<file path="src/rtl/alu_writeback.sv">
// ALU writeback: buffers ALU packets in an in-order FIFO and commits them to a 4x4 regfile and NZVC flags.
// Latency: a packet accepted at edge k commits at edge k+1 unless a load holds the write port.
// Backpressure: in_ready = !full; a head with wr_en stalls while mem_we claims the write port.
module alu_writeback #(
    parameter int DEPTH = 2,
    parameter int PTR_W = 1
) (
    input  logic       clk,
    input  logic       rst,
    input  logic       in_valid,
    output logic       in_ready,
    input  logic [3:0] in_result,
    input  logic [3:0] in_flags,
    input  logic [1:0] in_rd,
    input  logic       in_wr_en,
    input  logic       in_flag_en,
    input  logic       mem_we,
    input  logic [1:0] mem_rd,
    input  logic [3:0] mem_data,
    input  logic [1:0] ra_addr,
    input  logic [1:0] rb_addr,
    output logic [3:0] ra_data,
    output logic [3:0] rb_data,
    input  logic [3:0] cond,
    output logic       cond_true,
    output logic       cond_valid,
    output logic [3:0] flags,
    output logic       busy
);

    typedef struct packed {
        logic [3:0] result;
        logic [3:0] flags;
        logic [1:0] rd;
        logic       wr_en;
        logic       flag_en;
    } ent_t;

    ent_t             fifo_q [DEPTH];
    logic [PTR_W-1:0] wr_ptr;
    logic [PTR_W-1:0] rd_ptr;
    logic [PTR_W:0]   count;
    logic [3:0]       regs [4];
    logic [3:0]       flags_q;

    ent_t head;
    logic full;
    logic push;
    logic pop;
    logic pend_flag;

    assign head = fifo_q[rd_ptr];
    assign full = (count == (PTR_W+1)'(DEPTH));
    assign push = in_valid && !full;
    // The load path owns the write port; only heads that actually write must yield.
    assign pop  = (count != '0) && !(mem_we && head.wr_en);

    always_ff @(posedge clk) begin
        if (rst) begin
            wr_ptr  <= '0;
            rd_ptr  <= '0;
            count   <= '0;
            flags_q <= '0;
            for (int i = 0; i < 4; i++) regs[i] <= '0;
            for (int i = 0; i < DEPTH; i++) fifo_q[i] <= '0;
        end else begin
            if (push) begin
                fifo_q[wr_ptr] <= '{result: in_result, flags: in_flags, rd: in_rd,
                                    wr_en: in_wr_en, flag_en: in_flag_en};
                wr_ptr <= wr_ptr + 1'b1;
            end
            if (pop) rd_ptr <= rd_ptr + 1'b1;
            if (push && !pop)      count <= count + 1'b1;
            else if (!push && pop) count <= count - 1'b1;
            if (mem_we) regs[mem_rd] <= mem_data;
            if (pop && head.wr_en)   regs[head.rd] <= head.result;
            if (pop && head.flag_en) flags_q <= head.flags;
        end
    end

    // Walk oldest to youngest so the youngest matching entry wins the bypass.
    always_comb begin : read_bypass
        logic [PTR_W-1:0] idx;
        ra_data   = regs[ra_addr];
        rb_data   = regs[rb_addr];
        pend_flag = 1'b0;
        idx       = '0;
        if (mem_we && mem_rd == ra_addr) ra_data = mem_data;
        if (mem_we && mem_rd == rb_addr) rb_data = mem_data;
        for (int i = 0; i < DEPTH; i++) begin
            idx = rd_ptr + PTR_W'(i);
            if ((PTR_W+1)'(i) < count) begin
                if (fifo_q[idx].wr_en && fifo_q[idx].rd == ra_addr) ra_data = fifo_q[idx].result;
                if (fifo_q[idx].wr_en && fifo_q[idx].rd == rb_addr) rb_data = fifo_q[idx].result;
                if (fifo_q[idx].flag_en) pend_flag = 1'b1;
            end
        end
    end

    always_comb begin
        case (cond)
            4'b0000: cond_true = 1'b1;
            4'b0001: cond_true = flags_q[2];
            4'b0010: cond_true = !flags_q[2];
            4'b0011: cond_true = flags_q[0];
            4'b0100: cond_true = !flags_q[0];
            4'b0101: cond_true = flags_q[3];
            4'b0110: cond_true = !flags_q[3];
            4'b0111: cond_true = flags_q[1];
            4'b1000: cond_true = !flags_q[1];
            4'b1001: cond_true = flags_q[3] ^ flags_q[1];
            4'b1010: cond_true = !(flags_q[3] ^ flags_q[1]);
            default: cond_true = 1'b0;
        endcase
    end

    assign in_ready   = !full;
    assign busy       = (count != '0);
    assign cond_valid = !pend_flag;
    assign flags      = flags_q;

endmodule

</file>
<file path="config.mk">
export PLATFORM = sky130hd
export DESIGN_NAME = alu_writeback
export DESIGN_NICKNAME = d
export VERILOG_FILES = /design/src/rtl/alu_writeback.sv
export SDC_FILE = /design/constraint.sdc
export NUM_CORES = 1
export LEC_CHECK = 0
export BUFFER_PORTS_ARGS = -buffer_cell sky130_fd_sc_hd__buf_2
export CAP_MARGIN = 20
export CORE_MARGIN = 2
export CORE_UTILIZATION = 40
export CTS_CLUSTER_DIAMETER = 150
export DETAILED_ROUTE_END_ITERATION = 12
export HOLD_SLACK_MARGIN = 0.06
export PLACE_DENSITY_LB_ADDON = 0.12
export REMOVE_ABC_BUFFERS = 1
export SLEW_MARGIN = 20
export SYNTH_ARGS = -nofsm -noshare
export SYNTH_HDL_FRONTEND = slang
export SYNTH_SLANG_ARGS = --single-unit
</file>
<file path="constraint.sdc">
create_clock -name clk -period 5.8 [get_ports clk]
set_input_delay 0.87 -clock clk [delete_from_list [all_inputs] [get_ports clk]]
set_output_delay 0.87 -clock clk [all_outputs]
set_load 0.02 [all_outputs]
</file>
==> impl_results.md <==
* Outcome: completed
* Antenna cells at 0
* Worst hold path endpoint: count[1]
* Clk_skew at 0.0125 ns
* Max-Slew Margin vs Limit at 0.401
* Post-synth EDFFs at 40
* Fill count at 715
* Core Area at 0.00729 mm²
* Clock Sinks at 49
* Clock-pin slew on the worst setup and hold paths at 0.10 ns
* Hold Crit Depth at 2
* Routed WL at 6.15 mm
* WP buf/inv at 1
* Clk_lat worst skew at 0.31 ns
* PortBufs at 45
* Post-CTS Setup Bufs at 0
* Max cap viols at 0
* Reg-to-reg slack, setup at 3.05 ns
* Main synth FF type: edfxtp_1
* Critical path arrival at 2.72 ns
* Synth Area in Compound Gates at 0.0539
* 1st-pass router iterations at 4
* Post-CTS sizing at 0
* Site Rows at 31
* Top-area cell type share of the netlist area at 0.398
* Worst EP required at 4.93 ns
* Maximum VDD drop at 0.144 mV
* Synthesized flop and latch total at 49
* DP HPWL at 4.77 mm
* First-pass GRT wire length at 9.96 mm
* Initial DRC Count at 111
* Non-Filler Instances at 396
* Worst Max-Slew Pin Slew at 0.890 ns
* Final Hold Viols at 0
* Number of global-route vias before repair at 1971
* H-Tree Depth at 2
* HP Start: count[1]
* Fin crit share at 0.619
* Final Slew Violations at 0
* Mux cell area share after synthesis at 0.221
* Main combinational cell family by area after synthesis: multiplexers
* Placed cells at 388
* FF-to-FF path depth at 4
* Fmax achieved at 279 MHz
* Syn. warnings at 0
* Leakage at 1.34 nW
* DR vias/cell at 5.14
* Count leader, synth: edfxtp_1
* WL per Instance at 15.5 µm
* WS Path Type: flip-flop to output port
* Post-DRT Antenna Nets at 0
* Die outline area at 0.00826 mm²
* Initial antenna violation count at 0
* RSZ-0062 raised after global routing: no
* Hold slack at 0.527 ns
* TritonCTS clock tree: done
* Largest fanout on the critical path at 14
* Via count at 2035
* Layout net count at 330
* Final Power at 0.00105 W
* Setup crit start kind: flip-flop
* Post-CTS Hold Buffers at 0
* Initial Util at 0.414
* Die Y at 90.9 µm
* CTS root buf: clkbuf_8
* Cells after synthesis at 256
* # setup viols final at 0
* Most frequent cells after synthesis: edfxtp_1, mux2i_1, nor2_1
* Adder-cell area share of the yosys netlist at 0.0166
* Power Density at 311 mW/mm²
* Overflow after GRT at 0
* Layout cells sized above 1 at 0.256
* CTS Buf Count at 5
* Min cycle time layout at 3.59 ns
* Synth async-reset ratio at 0
* Unique masters post-synth at 45
* Worst reg2reg path endpoint: regs[0][2]
* Crit-path max cell delay at 0.88 ns
* Critical path, cell by cell: mux2i_2, xor2_1, nand3_2, mux2_1, mux2i_1, buf_2
* Sequential-to-total area share from yosys stat at 0.458
* Clock Path Buffers at 2
* Slowest cell on crit path: dfxtp_1
* Largest net degree at the start of global routing at 22
* Cell taking the most area after synthesis: edfxtp_1
* GPL Wtd Cong at 0.856
* Gr usage total at 0.153
* Hold WC Path Type: flip-flop to flip-flop
* Netlist Area Pre-Place at 0.00302 mm²
* Pre-CTS WS at 2.55 ns
* Synthesized-area fraction occupied by and/or/nand/nor cells at 0.157
* Die Width at 90.9 µm
* Synthesized area per cell at 11.8 µm²
* Io pins at 46
* Area contributors post-synth: edfxtp_1, mux2i_1, dfxtp_1
* Synth Area in XOR/XNOR at 0.0464
* Area added between synthesis and finish at 11.9%
* Final worst setup slack at 2.21 ns
* TNS Setup at 0 ns
* Largest delay contributor family on the critical path: multiplexers
* DRC at 0
* Crit end category: output port
-- registers in the layout (all words and copies together), names as in the netlist, named ones only --
signal  count
rd_ptr      1
count       2
regs       16
wr_ptr      1
fifo_q     24
flags       4
-- cells in the final DEF, fill, tap and decap left out, drive strengths merged, types with 8 or more instances in the layout --
| cell | Yosys | final |
|---|---|---|
| buf | 5 | 47 |
| edfxtp | 40 | 40 |
| mux2i | 35 | 35 |
| nor2 | 28 | 28 |
| and2 | 25 | 25 |
| inv | 10 | 11 |
| mux2 | 10 | 10 |
| a21oi | 9 | 9 |
| dfxtp | 9 | 9 |
| xnor2 | 8 | 8 |
| xor2 | 8 | 8 |
| mux4 | 8 | 8 |
-- per-stage QoR --
step                      area, µm²  utilization
final                          3380        0.463
after global routing           3380        0.463
after CTS                      3380        0.463
after detailed placement       3280        0.450
after global placement         3280        0.449
after floorplan                2910            -
-- how the worst max path moves through the flow --
stage,slack [ns],startpoint,cells after the start,endpoint
after floorplan,2.79,flip-flop,5,ra_data[0]
after global placement,2.59,flip-flop,6,ra_data[0]
after detailed placement,2.55,flip-flop,6,ra_data[1]
after CTS,2.19,flip-flop,6,ra_data[1]
after global routing,2.02,flip-flop,6,ra_data[1]
final,2.21,flip-flop,6,ra_data[1]
-- cell families (layout without fill, tap and decap cells) --
logic type / Yosys count / after routing
muxes: 53 / 53
DFF: 49 / 49
adders and majority gates: 4 / 4
buffers and inverters: 24 / 65
and+or+nand+nor: 85 / 85
xor gates and xnor gates: 16 / 16
AOI/OAI and AO/OA: 25 / 25
-- cell type report --
| class | instances | area, µm² | area share |
|---|---|---|---|
| multi-input cells | 183 | 1500 | 0.444 |
| clock buffers | 5 | 68.8 | 0.0204 |
| clock inverters | 3 | 26.3 | 0.00778 |
| well taps | 99 | 124 | 0.0367 |
| repair buffers | 47 | 240 | 0.0712 |
| inverters | 10 | 37.5 | 0.0111 |
| flip-flops and latches | 49 | 1380 | 0.409 |
-- layer usage --
metal  global-route usage  wire, µm  vias to the layer above  part of all wire
met5                    0         0                        -                 0
met4               0.0417        59                        0            0.0096
met3               0.0275       325                        5             0.053
met2                0.249      2780                       63              0.45
met1                0.210      2980                      959              0.48
li1                     -         -                     1008                 -
-- power by group --
part           internal, W  total, W  switching, W
Combinational     0.000156  0.000353      0.000197
Clock            0.0000878  0.000210      0.000122
Sequential        0.000434  0.000488     0.0000542
Total             0.000677   0.00105      0.000373
-- tightest hold or removal path, cell delays in order, from the launching register on --
cell	delay, ns
dfxtp_1	0.36
a21oi_1	0.07
nor2_1	0.07
Note: power is estimated with default switching activity, not from simulation.
